File: config.mk
export PLATFORM = sky130hd
export DESIGN_NAME = traffic_phase_scheduler
export DESIGN_NICKNAME = d
export VERILOG_FILES = /design/src/rtl/traffic_phase_scheduler.sv
export SDC_FILE = /design/constraint.sdc
export NUM_CORES = 1
export LEC_CHECK = 0
export ABC_AREA = 1
export BUFFER_PORTS_ARGS = -buffer_cell sky130_fd_sc_hd__buf_2
export CORE_ASPECT_RATIO = 0.7
export CORE_MARGIN = 1.5
export CORE_UTILIZATION = 47
export CTS_CLUSTER_DIAMETER = 60
export DETAILED_ROUTE_END_ITERATION = 12
export GPL_TIMING_DRIVEN = 0
export PLACE_DENSITY_LB_ADDON = 0.15
export SLEW_MARGIN = 20
export SYNTH_ARGS = -nofsm -noshare
export SYNTH_HDL_FRONTEND = slang
export SYNTH_SLANG_ARGS = --single-unit
File: constraint.sdc
create_clock -name clk -period 2.7 [get_ports clk]
set_input_delay 0.27 -clock clk [delete_from_list [all_inputs] [get_ports clk]]
set_output_delay 0.27 -clock clk [all_outputs]
set_load 0.02 [all_outputs]
File: src/rtl/traffic_phase_scheduler.sv
// Four-phase intersection sequencer: round-robin green grant with Green -> Yellow -> All-Red ordering.
// Optional emergency preemption for phase 0 is built when TLC_PREEMPT_EN is defined.
module traffic_phase_scheduler #(
    parameter int CNT_W    = 8,
    parameter int YELLOW_T = 3,
    parameter int CLEAR_T  = 2
) (
    input  logic             clk,
    input  logic             rst,
    input  logic             en,
    input  logic [3:0]       req,
    input  logic [CNT_W-1:0] green_min,
    input  logic [CNT_W-1:0] green_max,
`ifdef TLC_PREEMPT_EN
    input  logic             preempt,
`endif
    output logic [7:0]       lc_state,
    output logic [1:0]       phase,
    output logic [1:0]       fsm_state,
    output logic [CNT_W-1:0] cnt,
    output logic             phase_done
);

    typedef enum logic [1:0] {
        S_IDLE    = 2'b00,
        S_ALL_RED = 2'b01,
        S_GREEN   = 2'b10,
        S_YELLOW  = 2'b11
    } state_t;

    localparam logic [CNT_W-1:0] Y_LAST  = CNT_W'(YELLOW_T - 1);
    localparam logic [CNT_W-1:0] C_LAST  = CNT_W'(CLEAR_T - 1);
    localparam logic [CNT_W-1:0] CNT_MAX = '1;

    state_t           state, state_nxt;
    logic [1:0]       last_grant, last_grant_nxt, phase_nxt;
    logic [1:0]       rr_winner, rr_idx;
    logic [CNT_W-1:0] gmin, gmax, gmin_m1, gmax_m1, cnt_nxt;
    logic [7:0]       lc_nxt;
    logic             other;
    logic             pre_cut, pre_hold, pre_grant;

    assign fsm_state = state;

    always_comb begin
        gmin    = (green_min == '0) ? CNT_W'(1) : green_min;
        gmax    = (green_max < gmin) ? gmin : green_max;
        gmin_m1 = gmin - CNT_W'(1);
        gmax_m1 = gmax - CNT_W'(1);
    end

    assign other = |(req & ~(4'b0001 << phase));

    // Walk offsets from farthest to nearest so the nearest requester after last_grant wins.
    always_comb begin
        rr_winner = 2'd0;
        rr_idx    = last_grant;
        for (int i = 4; i >= 1; i--) begin
            rr_idx = last_grant + 2'(i);
            if (req[rr_idx]) rr_winner = rr_idx;
        end
    end

`ifdef TLC_PREEMPT_EN
    logic pre_pend;

    assign pre_cut   = preempt && (phase != 2'd0);
    assign pre_hold  = preempt && (phase == 2'd0);
    assign pre_grant = preempt || pre_pend;

    // Remembers a preemption that cut a green short until the next arbitration serves it.
    always_ff @(posedge clk or posedge rst) begin
        if (rst) begin
            pre_pend <= 1'b0;
        end else if (state == S_ALL_RED && state_nxt == S_GREEN) begin
            pre_pend <= 1'b0;
        end else if (state == S_GREEN && pre_cut) begin
            pre_pend <= 1'b1;
        end
    end
`else
    assign pre_cut   = 1'b0;
    assign pre_hold  = 1'b0;
    assign pre_grant = 1'b0;
`endif

    always_comb begin
        state_nxt      = state;
        phase_nxt      = phase;
        last_grant_nxt = last_grant;
        case (state)
            S_IDLE: begin
                if (en) state_nxt = S_ALL_RED;
            end
            S_ALL_RED: begin
                if (cnt == C_LAST) begin
                    if (!en) begin
                        state_nxt = S_IDLE;
                    end else begin
                        state_nxt      = S_GREEN;
                        phase_nxt      = pre_grant ? 2'd0 : rr_winner;
                        last_grant_nxt = phase_nxt;
                    end
                end
            end
            S_GREEN: begin
                if (!en || pre_cut) begin
                    state_nxt = S_YELLOW;
                end else if (!pre_hold && cnt >= gmin_m1 && other &&
                             (!req[phase] || cnt >= gmax_m1)) begin
                    state_nxt = S_YELLOW;
                end
            end
            S_YELLOW: begin
                if (cnt == Y_LAST) state_nxt = S_ALL_RED;
            end
            default: state_nxt = S_IDLE;
        endcase
    end

    always_comb begin
        cnt_nxt = cnt;
        if (state_nxt != state) begin
            cnt_nxt = '0;
        end else if (cnt != CNT_MAX) begin
            cnt_nxt = cnt + CNT_W'(1);
        end
    end

    // Non-granted fields read red (01); the granted field is patched to green or yellow.
    always_comb begin
        lc_nxt = 8'h00;
        case (state_nxt)
            S_IDLE:    lc_nxt = 8'h00;
            S_ALL_RED: lc_nxt = 8'h55;
            S_GREEN:   lc_nxt = 8'h55 | (8'h02 << {phase_nxt, 1'b0});
            S_YELLOW:  lc_nxt = (8'h55 & ~(8'h03 << {phase_nxt, 1'b0})) | (8'h02 << {phase_nxt, 1'b0});
            default:   lc_nxt = 8'h00;
        endcase
    end

    always_ff @(posedge clk or posedge rst) begin
        if (rst) begin
            state      <= S_IDLE;
            phase      <= 2'd0;
            last_grant <= 2'd3;
            cnt        <= '0;
            lc_state   <= 8'h00;
            phase_done <= 1'b0;
        end else begin
            state      <= state_nxt;
            phase      <= phase_nxt;
            last_grant <= last_grant_nxt;
            cnt        <= cnt_nxt;
            lc_state   <= lc_nxt;
            phase_done <= (state == S_YELLOW) && (state_nxt == S_ALL_RED);
        end
    end

endmodule

==> results.md <==
- Status: finished, violations left
- Failing checks: setup timing
- Count leader, synth: nand2_1
- Post-synth top area cell: dfrtp_1
- Maxcap violations: 0
- Layout cell share with drive strength beyond 1: about two fifths
- Fill cells: ~350
- Clock Tree Buf Depth: 2
- Total Power: 2.33 mW
- Share of the synthesized area in the top cell type: a little under a quarter
- Post-route DRC: 0
- # placed instances: ~410
- Critical path startpoint: green_min[5]
- Crit path max fanout: 8
- Period minus WS final: 3.34 ns
- Drt first-iter violations: 134
- ANT nets after route: 0
- Vias per inst: about 5.5
- First-pass GRT wire length: ~10000 um
- Initial antenna violation count: 0
- Vias in the first global route: roughly 2.2k
- Mapped Cells: roughly 320
- Vias: about 2.4k
- Clock skew: 0.00495 ns
- Worst vdd ir: 0.548 mV
- Routed WL: 6620 um
- Flop2flop setup slack: approximately 0.37 ns
- Fmax: roughly 300 MHz
- R2R Path End: cnt[7]$_DFFE_PP0P_
- CTS tree: built
- Port bufs: 43
- Final WS setup: -0.641 ns
- Hold Crit Class: input port to asynchronous set/reset pin
- Clk sinks: 23
- Largest net degree at the start of global routing: 24
- Worst-margin pin slew: about 0.84 ns
- H-tree levels: 1
- RSZ-0062 raised after global routing: true
- Setup CP Type: input port to flip-flop
- Slew margin rel.: 44.0%
- EDFF count, synth: 0
- Starting Density: 50.5%
- Worst r2r path cells: 9
- CORE AREA: 0.00448 mm^2
- Final setup viols: 13
- Layout Nets: 437
- Post-Syn Area per Cell: a little over 7 um^2
- Reg-to-reg critical path startpoint: cnt[7]$_DFFE_PP0P_
- TritonCTS buffer count: 3
- Die ar.: ~0.0052 mm^2
- Boundary pin count: 44
- Crit path DAT: roughly 3.5 ns
- Share of the yosys chip area belonging to registers: around a quarter
- Slowest stage cell, crit path: ha_4
- #FFs+latches synth: 23
- Synth area leaders: dfrtp_1, ha_1, nand2_1, inv_1, nor2_1
- Syn_nets: between 300 and 400
- Crit. End Element: flip-flop
- GPL Wtd Cong: 0.815
- Worst path required time: 2.90 ns
- P per Cell Area: 729 mW/mm^2
- Area Overhead vs Synth: 41.1%
- Distinct cells, synth: 33
- Wire per inst: 15.0 um
- FFs w/ async S/R, synth: between 90% and 100%
- FP Rows: 20
- Drt first pass iters: 4
- Final setup TNS: -7.69 ns
- HPWL after DPL: 4260 um
- Clock Tree Root: clkbuf_8
- Max Slew Vio Count: 0
- Critical Path Start Type: input port
- Period utilisation layout: 124%
- Total congestion overflow: 0
- Yosys warnings: 0
- CTS clk-pin slew, worst paths: 0.08 ns
- All-Layer GR Usage: 25.5%
- Main synth FF type: dfrtp_1
- Chip height: 61.0 um
- Clk_lat worst skew: 0.27 ns
- Non-Filler Instances: between 400 and 500
- Top cell types by occurrence after synthesis: nand2_1, inv_1, nor2_1, ha_1, dfrtp_1
- Die width: between 80 and 90 um
- CP peak stage delay: ~0.28 ns
- Fin. Hold Viols: 0
- Setup slack at placement: -1.08 ns
- Final antenna diode count: 0
- Lkg Pwr: roughly 1.6 nW
- Mapped Area: between 0.002 and 0.0025 mm^2
[final cells by class]
| type | count | area [um^2] | share of cell area [%] |
|---|---|---|---|
| inverters | 48 | 183 | 5.73 |
| repair buffers | 65 | 469 | 14.7 |
| multi-input cells | 243 | 1820 | 57.0 |
| well taps | 55 | 68.8 | 2.16 |
| plain buffers | 2 | 27.5 | 0.863 |
| flip-flops and latches | 23 | 578 | 18.1 |
| clock buffers | 4 | 45.0 | 1.41 |
[what timing repair did]
item	4_1_cts	5_1_grt
gates cloned	1	0
resized for setup	47	34
buffers inserted	15	6
endpoints found under the hold margin	0	0
pin swaps	36	31
hold buffers	0	0
endpoints found under the setup margin	13	13
[placed cells by master, fill, tap and decap left out, types with 5 or more instances in the layout]
cell / n
xor2_1: 12
nand2_4: 7
nor2_4: 11
nor2_1: 17
inv_1: 42
buf_6: 5
buf_4: 21
ha_4: 8
buf_2: 36
nand4_1: 11
nand2_1: 54
o21ai_0: 15
nor2_2: 8
nand2_2: 18
nand3_1: 16
ha_1: 20
dfrtp_1: 21
inv_2: 5
a21oi_1: 7
[worst max path at each step]
stage	to	slack [ns]	cells past startpoint
floorplan	cnt[1]$_DFFE_PP0P_	-0.41	24
global placement	cnt[7]$_DFFE_PP0P_	-1.04	26
detailed placement	cnt[4]$_DFFE_PP0P_	-1.08	26
CTS	cnt[7]$_DFFE_PP0P_	-0.41	28
global route	cnt[2]$_DFFE_PP0P_	-0.75	26
finish	cnt[7]$_DFFE_PP0P_	-0.64	26
[cell families (layout without fill, tap and decap cells)]
| logic type | Yosys count | in the layout | share of synthesized area, % |
|---|---|---|---|
| AO/OA/AOI/OAI | 48 | 48 | 13.1 |
| adder cells (fa/ha/maj) | 28 | 28 | 15.5 |
| flip-flops | 23 | 23 | 25.6 |
| AND/OR/NAND/NOR | 153 | 153 | 31.6 |
| buffers and inverters | 50 | 119 | 8.80 |
| XOR/XNOR | 14 | 14 | 5.42 |
[critical path, delay by kind of cell]
kind,cells,cell delay (ns)
AND/OR/NAND/NOR,11,0.95
adder cells (fa/ha/maj),3,0.71
AO/OA/AOI/OAI,4,0.71
buffers and inverters,7,0.69
XOR/XNOR,1,0.20
[report_power, final]
part / internal, mW / leakage [nW] / switching [mW] / total [mW]
clock: 0.105 / 0.0228 / 0.108 / 0.214
combinational: 0.559 / 1.27 / 0.977 / 1.54
sequential: 0.466 / 0.284 / 0.110 / 0.576
total: 1.13 / 1.58 / 1.19 / 2.33
[per-stage QoR]
stage	util, %	hold slack, ns	instance area, um^2
CTS	66.5	0.194	2980
finish	71.2	0.161	3190
global placement	58.0	0.484	2600
floorplan	-	0.270	2310
global route	71.2	0.257	3190
detailed placement	58.0	0.486	2600
[state kept, by name, indices dropped and copies added (netlist names)]
signal,count
cnt,8
lc_state,8
fsm_state,2
last_grant,2
phase,2
phase_done,1
[per-layer routing]
| metal | GRT usage [%] | vias to the layer above | part of all wire (%) |
|---|---|---|---|
| met1 | 36.8 | 1124 | 46 |
| met2 | 43.2 | 91 | 47 |
| met3 | 3.22 | 4 | 6.5 |
| met4 | 2.76 | 0 | 0.56 |
| li1 | - | 1179 | - |
| met5 | 0 | - | 0 |
Power figures use the tool's default switching activity.
